### src/rtl/cpu_async_pkg.sv
// Shared dual-rail constants, phase-FSM states and token packing for the async CPU phase logic.
// ST_ERROR exists only when CPU_PHSEQ_WATCHDOG_EN is defined.
package cpu_async_pkg;

  localparam logic [1:0] DR_NULL = 2'b00;
  localparam logic [1:0] DR_ZERO = 2'b01;
  localparam logic [1:0] DR_ONE  = 2'b10;

  // Widest phase vector dr_pack can build; callers cast down to 2*NUM_PH bits.
  localparam int unsigned DR_MAX_PH = 32;

  typedef enum logic [2:0] {
    ST_IDLE,
    ST_ASSERT,
    ST_WAIT_HI,
    ST_RTZ,
    ST_WAIT_LO
`ifdef CPU_PHSEQ_WATCHDOG_EN
    , ST_ERROR
`endif
  } ph_state_e;

  function automatic logic [2*DR_MAX_PH-1:0] dr_pack(input int unsigned idx, input logic val);
    logic [2*DR_MAX_PH-1:0] v;
    v = {{(2*DR_MAX_PH-2){1'b0}}, (val ? DR_ONE : DR_ZERO)};
    return v << (2 * idx);
  endfunction

endpackage

### src/rtl/ack_synchronizer.sv
// Multi-flop synchroniser bringing the datapath completion acknowledge into the clk domain.
module ack_synchronizer #(
  parameter int unsigned SYNC_STAGES = 2
) (
  input  logic clk,
  input  logic rst,
  input  logic ack_i,
  output logic ack_s_o
);

  logic [SYNC_STAGES-1:0] sync_q;

  always_ff @(posedge clk or posedge rst) begin
    if (rst) sync_q <= '0;
    else     sync_q <= {sync_q[SYNC_STAGES-2:0], ack_i};
  end

  assign ack_s_o = sync_q[SYNC_STAGES-1];

endmodule

### src/rtl/cpu_phase_sequencer.sv
// Issues NUM_PH dual-rail phase tokens per round, each with a four-phase RTZ handshake on ack.
// Optional watchdog and sticky timeout_err are compiled in with CPU_PHSEQ_WATCHDOG_EN.
module cpu_phase_sequencer
  import cpu_async_pkg::*;
#(
  parameter int unsigned NUM_PH      = 3,
  parameter int unsigned SYNC_STAGES = 2,
  parameter int unsigned TIMEOUT_W   = 8
) (
  input  logic                      clk,
  input  logic                      rst,
  input  logic                      run,
  input  logic [NUM_PH-1:0]         ph_mask,
  input  logic                      ack,
  output logic [2*NUM_PH-1:0]       ph,
  output logic [$clog2(NUM_PH)-1:0] cur_ph,
  output logic                      busy,
  output logic                      round_done
`ifdef CPU_PHSEQ_WATCHDOG_EN
  ,
  output logic                      timeout_err
`endif
);

  localparam int unsigned   PW      = $clog2(NUM_PH);
  localparam int unsigned   PHW     = 2 * NUM_PH;
  localparam logic [PW-1:0] LAST_PH = PW'(NUM_PH - 1);

  ph_state_e         state_q, state_d;
  logic [NUM_PH-1:0] mask_q,  mask_d;
  logic [PW-1:0]     cur_q,   cur_d;
  logic [PHW-1:0]    ph_q,    ph_d;
  logic              done_q,  done_d;
  logic              ack_s;

  ack_synchronizer #(.SYNC_STAGES(SYNC_STAGES)) u_ack_sync (
    .clk    (clk),
    .rst    (rst),
    .ack_i  (ack),
    .ack_s_o(ack_s)
  );

`ifdef CPU_PHSEQ_WATCHDOG_EN
  // Expiry fires on the cycle the counter would step onto all-ones.
  localparam logic [TIMEOUT_W-1:0] WD_LAST = {{(TIMEOUT_W-1){1'b1}}, 1'b0};
  logic [TIMEOUT_W-1:0] wd_q, wd_d;
  logic                 err_q, err_d;
  logic                 waiting;
  assign waiting = (state_q == ST_WAIT_HI) || (state_q == ST_WAIT_LO);
`else
  localparam int unsigned timeout_w_unused = TIMEOUT_W;
`endif

  always_comb begin
    state_d = state_q;
    mask_d  = mask_q;
    cur_d   = cur_q;
    ph_d    = '0;
    done_d  = 1'b0;
    unique case (state_q)
      ST_IDLE: begin
        if (run && !ack_s) begin
          mask_d  = ph_mask;
          cur_d   = '0;
          state_d = ST_ASSERT;
        end
      end
      ST_ASSERT: begin
        ph_d    = PHW'(dr_pack(32'(cur_q), mask_q[cur_q]));
        state_d = ST_WAIT_HI;
      end
      ST_WAIT_HI: begin
        if (ack_s) state_d = ST_RTZ;
        else       ph_d    = ph_q;
      end
      ST_RTZ: state_d = ST_WAIT_LO;
      ST_WAIT_LO: begin
        if (!ack_s) begin
          if (cur_q != LAST_PH) begin
            cur_d   = cur_q + PW'(1);
            state_d = ST_ASSERT;
          end else begin
            done_d = 1'b1;
            if (run) begin
              mask_d  = ph_mask;
              cur_d   = '0;
              state_d = ST_ASSERT;
            end else begin
              state_d = ST_IDLE;
            end
          end
        end
      end
`ifdef CPU_PHSEQ_WATCHDOG_EN
      ST_ERROR: state_d = ST_ERROR;
`endif
      default: state_d = ST_IDLE;
    endcase

`ifdef CPU_PHSEQ_WATCHDOG_EN
    err_d = err_q;
    wd_d  = (waiting && state_d == state_q) ? wd_q + TIMEOUT_W'(1) : '0;
    if (waiting && state_d == state_q && wd_q == WD_LAST) begin
      state_d = ST_ERROR;
      ph_d    = '0;
      err_d   = 1'b1;
      wd_d    = '0;
    end
`endif
  end

  always_ff @(posedge clk or posedge rst) begin
    if (rst) begin
      state_q <= ST_IDLE;
      mask_q  <= '0;
      cur_q   <= '0;
      ph_q    <= '0;
      done_q  <= 1'b0;
    end else begin
      state_q <= state_d;
      mask_q  <= mask_d;
      cur_q   <= cur_d;
      ph_q    <= ph_d;
      done_q  <= done_d;
    end
  end

`ifdef CPU_PHSEQ_WATCHDOG_EN
  always_ff @(posedge clk or posedge rst) begin
    if (rst) begin
      wd_q  <= '0;
      err_q <= 1'b0;
    end else begin
      wd_q  <= wd_d;
      err_q <= err_d;
    end
  end
  assign timeout_err = err_q;
`endif

  assign ph         = ph_q;
  assign cur_ph     = cur_q;
  assign busy       = (state_q != ST_IDLE);
  assign round_done = done_q;

endmodule

### config.mk
export PLATFORM = sky130hd
export DESIGN_NAME = cpu_phase_sequencer
export DESIGN_NICKNAME = d
export VERILOG_FILES = /design/src/rtl/cpu_async_pkg.sv /design/src/rtl/ack_synchronizer.sv /design/src/rtl/cpu_phase_sequencer.sv
export SDC_FILE = /design/constraint.sdc
export NUM_CORES = 1
export LEC_CHECK = 0
export CORE_MARGIN = 2
export CORE_UTILIZATION = 46
export DETAILED_ROUTE_END_ITERATION = 10
export HOLD_SLACK_MARGIN = 0.1
export PLACE_DENSITY = 0.75
export SYNTH_ARGS = -nofsm -noshare
export SYNTH_HDL_FRONTEND = slang
export SYNTH_SLANG_ARGS = --single-unit
### constraint.sdc
create_clock -name clk -period 1.96 [get_ports clk]
set_clock_uncertainty 0.05 [all_clocks]
set_input_delay 0.588 -clock clk [delete_from_list [all_inputs] [get_ports clk]]
set_output_delay 0.588 -clock clk [all_outputs]
set_load 0.05 [all_outputs]
=== Yosys cells after proc, flatten, opt, wreduce, memory -nomap -nowiden ===
Index checks and enable logic that the tools add are counted.
Widths: inputs -> output; s select.

* Register bits: 17
* Bits of input ports: 7
* Output and inout port bits: 10

* Equal/unequal tests: 11
* Muxes and demuxes: 24
* $lt $le $gt $ge: 1
* Shift operators: 1
* Reductions and logical operators: 8
* Add/subtract/negate cells: 1

{| class="wikitable"
|+ Operators by type and width
! cell !! number
|-
| $mux 3 || 7
|-
| $pmux 3 s5 || 1
|-
| $pmux 6 s2 || 1
|-
| $mux 2 || 5
|-
| $ne 2x2->1 const B || 5
|-
| $eq 3x2->1 const B || 2
|-
| $mux 1 || 6
|-
| $mux 6 || 1
|-
| $pmux 3 s2 || 1
|-
| $shl 2x3->6 || 1
|-
| $reduce_and 5->1 || 1
|-
| $pmux 2 s2 || 1
|-
| $reduce_and 4->1 || 1
|-
| $eq 3x1->1 const B || 1
|-
| $eq 3x3->1 const B || 1
|-
| $logic_not 3->1 || 1
|-
| $lt 2x3->1 const B || 1
|-
| $ne 3x3->1 const B || 1
|-
| $reduce_and 3->1 || 1
|-
| $reduce_bool 3->1 || 1
|-
| $add 2x1->2 const B || 1
|-
| $bmux 1 s2 || 1
|-
| $ne 2x1->1 const B || 1
|-
| $reduce_bool 2->1 || 1
|-
| 2 further kinds || 2
|}

=== Depth between registers and ports, before layout ===
Gate-level depths: netlist (run 1).

* Depth after elaboration: 5
* Gate-level depth with buffers: 4

=== Hierarchy ===
Synthesis (run 1) repeated with hierarchy kept, for this count alone.

* Cells, all modules: 65
* Area total of the unflattened synthesis: 759.5 um2

{| class="wikitable"
|+ Modules (own cells, without submodules)
! module !! instances !! sequential area each (um2) !! area an instance (um2) !! cells an instance
|-
| cpu_phase_sequencer || 1 || 375.4 || 705.7 || 62
|-
| ack_synchronizer || 1 || 50.0 || 53.8 || 3
|}

=== Least setup slack after synthesis (run 1) ===
OpenSTA, ideal clock, no wires.

* Path kind: reg2out
* Start point: register state_q[2]
* End point: output busy
* Path slack: 149 ps
* Stages on the path, launching flop included: 3
* Arrival: 1173 ps
* Path buffers: 1
* Data required time: 1322 ps
* Path through: dfrtp_1 > clkbuf_1 > or3_1

* Word-level cells in the longest chain between the ends: 1

{| class="wikitable"
|+ RTL lines
! item !! line !! source
|-
| start, declared || cpu_phase_sequencer.sv:29 || <nowiki>ph_state_e state_q, state_d;</nowiki>
|-
| start signal, assigned || cpu_phase_sequencer.sv:120 || <nowiki>state_q <= state_d;</nowiki>
|-
| $reduce_bool 3->1 || cpu_phase_sequencer.sv:143 || <nowiki>assign busy = (state_q != ST_IDLE);</nowiki>
|-
| end, declared || cpu_phase_sequencer.sv:17 || <nowiki>output logic busy,</nowiki>
|}

Every way passes these cells.

=== Final worst setup path (run 1) ===
* Start point: register state_q[0]
* End point: output busy

Same word-level chain as after synthesis.

==> flow_summary.ini, run 1 <==
[layout]
drive_gt1_frac = 0.313
ff_latch_area_sq_um = 428
fin_util = 0.640
multi_input_area_sq_um = 269
nets = 91
diodes = 0
nFillCells = 123
area_growth_pct = 31.4
final_cell_area_sq_um = 953

[drt]
wl_mm = 1.25
avgRoutedWirePerCell_microns = 12.6
vias = 518
first_pass_iters = 4
vias_per_cell = 5.23
route.detailed.drc = 0
drt_iter0_markers = 4
drtAntennaViolNets = 0

[pwr]
ir_drop_uv = 599
pwr_density_cell_mw_per_mm2 = 1450
p_total_w = 0.00138
leakage_nw = 0.435

[sta]
hold_viol_final = 0
period_minus_slack_ns = 1.90
finalCritPeriodShare = 0.970
rsz0062_at_grt = no
slew_headroom = 0.822
finalMaxSlewViolations = 0
worst_pin_slew_ns = 0.267
fmax_mhz = 526
setup_tns_ns = 0
setup-violations-final = 0

[clock_network]
clock_sinks = 17
clockBufferDepth = 2
tritoncts = yes
cts_buffers = 3
cts_max_level = 1
clockRootBuffer = clkbuf_4
cts.clk_slew.worst_paths_ns = 0.09
clock_latency_ns = 0.28

[setup_path]
rrSetupSlack_ns = 0.18
crit_slowest_cell = dfrtp_2
arrival_ns = 1.26
startpoint = state_q[0]$_DFFE_PP0P_
endpoint_kind = primary output
cp_max_fo = 9
worstSetupEndpoint = busy
critPathBufInv = 1
reg2reg_from = state_q[1]$_DFFE_PP0P_
crit_path_cell_trace = or3_1 -> buf_4
crit_type = reg2out
slowest_delay_ns = 0.47
rr_worst_depth = 4
worst_r2r_endpoint = mask_q[0]$_DFFE_PP0P_
cp_num_cells = 2
critPathRequiredTime_ns = 1.32
crit_family = flip-flops
start_kind = register

[yosys]
synth_cell_types = 23
async_reset_ff_frac = 1.00
ys.flop_type = dfrtp_1
syn_nets = 68
synth_common_cells = dfrtp_1 (17), nor2_1 (5), o21ai_0 (5), a22o_1 (4)
synth_area_sq_um = 726
synth-simple-area-share = 0.157
avgSynthCellArea_sq_um = 11.9
synth.most_common_cell = dfrtp_1
ys_warn_count = 0
synth_top_area_cell = dfrtp_1
synthCells = 61
synthAdderAreaFrac = 0
synth_edf_count = 0
synth_top_area_frac = 0.586
synth_top_family_by_area = simple AND/OR/NAND/NOR gates
synthMuxAreaShare = 0.0466
ys_ff_latch = 17
netlist_top_cells_area = dfrtp_1 (59%), a22o_1 (4.8%), o21ai_0 (3.4%), mux2_2 (3.1%), o31ai_1 (3.1%)
yosysSeqAreaShare = 0.586
synth-xor-area-share = 0.0121
synth_compound_area_frac = 0.155

[floorplanning]
rows = 14
core_sq_mm = 0.00149
die_area_sq_mm = 0.00191
initial_core_util = 0.487
die_h_microns = 43.7
ios = 17
fp.dieW_microns = 43.7

[placed_design]
dpl.hpwl_microns = 951
gp_congestion = 0.715
portBuffers = 16
dpl-instance-area_sq_um = 916

[grt]
global_route.usage.total = 0.155
grt_pass1_vias = 487
grt_pass1_wl_mm = 2.15
overflow = 0
grt_antenna_before_repair = 0
grt_start_max_net_pins = 18

[worst_hold_path]
min_path_type = reg2reg
min_path_cells = 0

[run_status]
status = completed

[job]
maxCapViolCount = 0
repair_timing:
action	in CTS	in global routing
buffers inserted	0	1
endpoints found under the setup margin	0	1
resized for setup	0	2
hold buffers	0	0
endpoints found under the hold margin	0	0
registers in the layout (all words and copies together), names as in the netlist:
name               flops
ph                     6
mask_q                 3
state_q                3
cur_ph                 2
u_ack_sync.sync_q      2
round_done             1
cell usage in the layout (no fill, tap or decap), types with 2 or more instances in the layout:
cell,count
nand2b_1,2
clkdlybuf4s50_1,6
o31ai_1,3
buf_4,13
dfrtp_1,15
nand2_1,3
buf_12,2
a21oi_1,2
clkbuf_4,3
a22o_1,4
inv_1,3
nor3_1,2
nor2_1,5
nand3b_1,2
o21ai_0,5
mux2_2,2
dfrtp_2,2
metal layers:
metal | track usage | vias up | share of wire
met1 | 0.214 | 245 | 0.47
met2 | 0.226 | 11 | 0.46
met4 | 0.0909 | 0 | 0.019
li1 | - | 258 | -
met5 | 0 | - | 0
met3 | 0.0292 | 4 | 0.042
report_power, final:
part           leakage [nW]  total, W  switching (W)  internal [W]
Sequential            0.220  0.000551      0.0000993      0.000452
Combinational         0.198  0.000648       0.000368      0.000279
Clock                0.0177  0.000179       0.000104     0.0000757
worst min path at each step:
| stage | from | end | slack [ns] |
|---|---|---|---|
| 6_report | u_ack_sync.sync_q[0]$_DFF_PP0_ | u_ack_sync.sync_q[1]$_DFF_PP0_ | 0.31 |
| 5_1_grt | u_ack_sync.sync_q[0]$_DFF_PP0_ | u_ack_sync.sync_q[1]$_DFF_PP0_ | 0.33 |
| 4_1_cts | u_ack_sync.sync_q[0]$_DFF_PP0_ | u_ack_sync.sync_q[1]$_DFF_PP0_ | 0.31 |
| 3_5_place_dp | u_ack_sync.sync_q[0]$_DFF_PP0_ | u_ack_sync.sync_q[1]$_DFF_PP0_ | 0.29 |
| 3_3_place_gp | u_ack_sync.sync_q[0]$_DFF_PP0_ | u_ack_sync.sync_q[1]$_DFF_PP0_ | 0.28 |
| 2_1_floorplan | u_ack_sync.sync_q[0]$_DFF_PP0_ | u_ack_sync.sync_q[1]$_DFF_PP0_ | 0.28 |
final cells by class:
cell class / instances / area share
Sequential cell: 17 / 0.449
Multi-Input combinational cell: 38 / 0.282
Inverter: 3 / 0.0118
Tap cell: 16 / 0.0210
Clock inverter: 1 / 0.00525
Timing Repair Buffer: 21 / 0.207
Clock buffer: 3 / 0.0236
through the flow:
stage	worst slack [ns]	hold slack (ns)	instances
2_1_floorplan	0.149	0.281	61
3_3_place_gp	0.0705	0.283	94
3_5_place_dp	0.0651	0.289	94
4_1_cts	0.0111	0.312	98
5_1_grt	0.0110	0.329	99
6_report	0.0598	0.308	99
cell families (layout without fill, tap and decap cells):
kind of cell / Yosys count / after routing
simple gates: 19 / 19
mux: 3 / 3
flops: 17 / 17
buf+inv: 6 / 28
compound gates: 15 / 15
xor+xnor: 1 / 1
(Power assumes the default switching activity.)
==> run 2, diff against run 1 <==
- REMOVE_ABC_BUFFERS: not set -> 1
==> flow_summary.ini, run 2 (synthesized netlist as in run 1, its figures left out) <==
[layout]
fin_util = 0.639
drive_gt1_frac = 0.301
diodes = 0
nets = 91
nFillCells = 127
area_growth_pct = 31.2
layout_commonest_cell = dfrtp_1
largest_register_ffs = 6
layout_common_cells = dfrtp_1 (15), buf_4 (13), clkdlybuf4s50_1 (6), o21ai_0 (5), nor2_1 (5)

[drt]
avgRoutedWirePerCell_microns = 13.0
vias_per_cell = 5.31
first_pass_iters = 2
drt_iter0_markers = 7
route.detailed.drc = 0
vias = 526
drtAntennaViolNets = 0
wl_mm = 1.28

[grt]
grt_start_max_net_pins = 18
grt_pass1_vias = 493
grt_antenna_before_repair = 0
global_route.usage.total = 0.151
grt_pass1_wl_mm = 2.07
overflow = 0

[setup_path]
critPathRequiredTime_ns = 1.32
endpoint_kind = primary output
arrival_ns = 1.28
cp_max_fo = 6
crit_type = reg2out
start_kind = register

[sta]
fmax_mhz = 522
hold_viol_final = 0
period_minus_slack_ns = 1.91
setup-violations-final = 0
finalMaxSlewViolations = 0
finalCritPeriodShare = 0.977
timing.hold.ws_ns = 0.307
slew_headroom = 0.811
worst_pin_slew_ns = 0.282

[clock_network]
cts.clk_slew.worst_paths_ns = 0.09
cts_max_level = 1
tritoncts = yes
cts_buffers = 3
clockBufferDepth = 2
postCtsHoldBufs = 0
clock_latency_ns = 0.29
clockRootBuffer = clkbuf_4
clock_sinks = 17

[placed_design]
portBuffers = 16
dpl.hpwl_microns = 941
gp_congestion = 0.776

[pwr]
ir_drop_uv = 838
p_total_w = 0.00139
pwr_density_cell_mw_per_mm2 = 1460
leakage_nw = 0.432

[floorplanning]
ios = 17
core_sq_mm = 0.00149
die_area_sq_mm = 0.00191
fp.dieW_microns = 43.7
initial_core_util = 0.487
rows = 14
die_h_microns = 43.7

[worst_hold_path]
min_path_type = reg2reg

[job]
maxCapViolCount = 0

[run_status]
status = completed
## run 2: per-stage QoR
step	setup TNS, ns	cell area [sq um]	cells	worst slack (ns)
6_report	0	952	99	0.0457
5_1_grt	-0.00200	952	99	-0.00200
4_1_cts	0	943	98	0.0118
3_5_place_dp	0	916	94	0.0744
3_3_place_gp	0	916	94	0.0792
2_1_floorplan	0	706	58	0.217
## run 2: layout make-up
type | instances | area [sq um] | share of cell area
Tap cell | 16 | 20.0 | 0.0210
Multi-Input combinational cell | 38 | 269 | 0.283
Timing Repair Buffer | 21 | 198 | 0.208
Clock buffer | 4 | 26.3 | 0.0276
Sequential cell | 17 | 428 | 0.449
Inverter | 3 | 11.3 | 0.0118
## run 2: layer usage
metal  GRT usage  wire, microns
met5           0              0
met4      0.0909             21
met3      0.0250             48
met2       0.229            622
met1       0.202            591
## run 2: what timing repair did
action,4_1_cts,5_1_grt
setup buffers,0,1
endpoints found under the setup margin,1,1
gates resized for setup,1,1
## run 2: final timing paths
path / from / endpoint / slack, ns / cells past startpoint
setup / recovery: state_q[1]$_DFFE_PP0P_ / busy / 0.05 / 2
hold / removal: u_ack_sync.sync_q[0]$_DFF_PP0_ / u_ack_sync.sync_q[1]$_DFF_PP0_ / 0.31 / 0
setup reg to reg: state_q[1]$_DFFE_PP0P_ / mask_q[1]$_DFFE_PP0P_ / 0.17 / 4
hold reg to reg: u_ack_sync.sync_q[0]$_DFF_PP0_ / u_ack_sync.sync_q[1]$_DFF_PP0_ / 0.31 / 0
max in group asynchronous: rst / state_q[0]$_DFFE_PP0P_ / 1.11 / 3
min in group asynchronous: rst / ph[0]$_DFFE_PP0P_ / 0.54 / 3
## run 2: critical path, cell delays in order, from the launching register on
cell     delay [ns]
dfrtp_2        0.45
or3_1          0.35
buf_4          0.20
## run 2: power by group
part / internal, W / total [W] / switching, W
clock: 0.0000791 / 0.000188 / 0.000109
sequential: 0.000452 / 0.000561 / 0.000109
combinational: 0.000279 / 0.000639 / 0.000360
total: 0.000810 / 0.00139 / 0.000578
==> run 3, diff against run 2 <==
- SLEW_MARGIN: not set -> 0
- clock period: 1.96 -> 1.9 ns (I/O delays scaled with it)
==> flow_summary.ini, run 3 (synthesized netlist as in run 1, its figures left out) <==
[clock_network]
cts.clk_slew.worst_paths_ns = 0.10
cts_max_level = 1
postCtsHoldBufs = 0
tritoncts = yes
clock_sinks = 17
clockRootBuffer = clkbuf_4
cts_buffers = 3
clock_latency_ns = 0.28
clockBufferDepth = 2

[setup_path]
worst_r2r_endpoint = mask_q[1]$_DFFE_PP0P_
startpoint = state_q[1]$_DFFE_PP0P_
rrSetupSlack_ns = 0.13
cp_max_fo = 2
crit_type = reg2out
critPathRequiredTime_ns = 1.28
reg2reg_from = state_q[1]$_DFFE_PP0P_
start_kind = register
crit_path_cell_trace = or3_1 -> buf_4
crit_family = flip-flops
cp_num_cells = 2
rr_worst_depth = 4
slowest_delay_ns = 0.41
crit_slowest_cell = dfrtp_2
arrival_ns = 1.22
critPathBufInv = 1
endpoint_kind = primary output
worstSetupEndpoint = busy

[sta]
timing.hold.ws_ns = 0.308
rsz0062_at_grt = no
slew_headroom = 0.810
finalMaxSlewViolations = 0
finalCritPeriodShare = 0.969
worst_pin_slew_ns = 0.283
setup_tns_ns = 0
finalWorstSetupSlack_ns = 0.0588
hold_viol_final = 0
fmax_mhz = 543
setup-violations-final = 0
period_minus_slack_ns = 1.84

[layout]
fin_util = 0.650
nFillCells = 123
diodes = 0
area_growth_pct = 33.4
largest_register_ffs = 6
final_cell_area_sq_um = 968
ff_latch_area_sq_um = 428
layout_common_cells = dfrtp_1 (15), buf_4 (15), clkdlybuf4s50_1 (6), o21ai_0 (5), nor2_1 (5)
multi_input_area_sq_um = 269
nets = 93
drive_gt1_frac = 0.329

[placed_design]
post-place-ws_ns = 0.0373
gp_congestion = 0.796
portBuffers = 16
dpl.hpwl_microns = 892
dpl-instance-area_sq_um = 923

[grt]
global_route.usage.total = 0.146
grt_start_max_net_pins = 18
overflow = 0
grt_pass1_wl_mm = 2.07
grt_antenna_before_repair = 0
grt_pass1_vias = 492

[drt]
drtAntennaViolNets = 0
first_pass_iters = 3
vias = 544
avgRoutedWirePerCell_microns = 12.2
wl_mm = 1.23
drt_iter0_markers = 2
vias_per_cell = 5.39
route.detailed.drc = 0

[floorplanning]
fp.dieW_microns = 43.7
initial_core_util = 0.487
die_area_sq_mm = 0.00191
rows = 14
core_sq_mm = 0.00149
ios = 17
die_h_microns = 43.7

[run_status]
status = completed

[pwr]
netSwitchingFraction = 0.411
p_seq_frac = 0.369
p_comb_frac = 0.502
pwr_density_cell_mw_per_mm2 = 1500
ir_drop_uv = 828
leakage_nw = 0.445
p_sw_w = 0.000599
clockPowerShare = 0.129
internal-power_w = 0.000856

[job]
maxCapViolCount = 0

[worst_hold_path]
min_path_type = reg2reg
[run 3: through the flow]
stage	power [W]	instances
after floorplan	0.000991	58
after global placement	0.00122	95
after detailed placement	0.00124	95
after CTS	0.00145	100
after global routing	0.00154	101
final	0.00146	101
[run 3: how the worst min path moves through the flow]
stage,start,cells past startpoint,end
floorplan,u_ack_sync.sync_q[0]$_DFF_PP0_,0,u_ack_sync.sync_q[1]$_DFF_PP0_
global placement,u_ack_sync.sync_q[0]$_DFF_PP0_,0,u_ack_sync.sync_q[1]$_DFF_PP0_
detailed placement,u_ack_sync.sync_q[0]$_DFF_PP0_,0,u_ack_sync.sync_q[1]$_DFF_PP0_
CTS,u_ack_sync.sync_q[0]$_DFF_PP0_,0,u_ack_sync.sync_q[1]$_DFF_PP0_
global route,u_ack_sync.sync_q[0]$_DFF_PP0_,0,u_ack_sync.sync_q[1]$_DFF_PP0_
finish,u_ack_sync.sync_q[0]$_DFF_PP0_,0,u_ack_sync.sync_q[1]$_DFF_PP0_
[run 3: area by class of cell]
cell class,instances,share of cell area
Sequential cell,17,0.442
Multi-Input combinational cell,38,0.278
Timing Repair Buffer,23,0.220
Clock buffer,3,0.0233
Tap cell,16,0.0207
Inverter,3,0.0116
Clock inverter,1,0.00517
[run 3: power groups by stage]
stage | sequential (W) | clock [W] | combinational [W]
4_1_cts | 0.000552 | 0.000195 | 0.000703
3_3_place_gp | 0.000566 | 0 | 0.000658
6_report | 0.000537 | 0.000188 | 0.000731
3_5_place_dp | 0.000572 | 0 | 0.000669
2_1_floorplan | 0.000692 | 0 | 0.000299
5_1_grt | 0.000552 | 0.000207 | 0.000781
[run 3: metal layers]
| metal | GRT usage | part of all wire | vias to the layer above |
|---|---|---|---|
| li1 | - | - | 264 |
| met1 | 0.214 | 0.48 | 271 |
| met2 | 0.218 | 0.49 | 9 |
| met3 | 0.0250 | 0.033 | 0 |
| met4 | 0.0545 | 0 | 0 |
| met5 | 0 | 0 | - |
[run 3: timing repair]
| action | CTS | global route |
|---|---|---|
| gates cloned | 0 | 0 |
| buffers inserted | 1 | 1 |
| setup endpoints to repair | 1 | 1 |
| hold endpoints to repair | 0 | 0 |
| resized for setup | 2 | 0 |
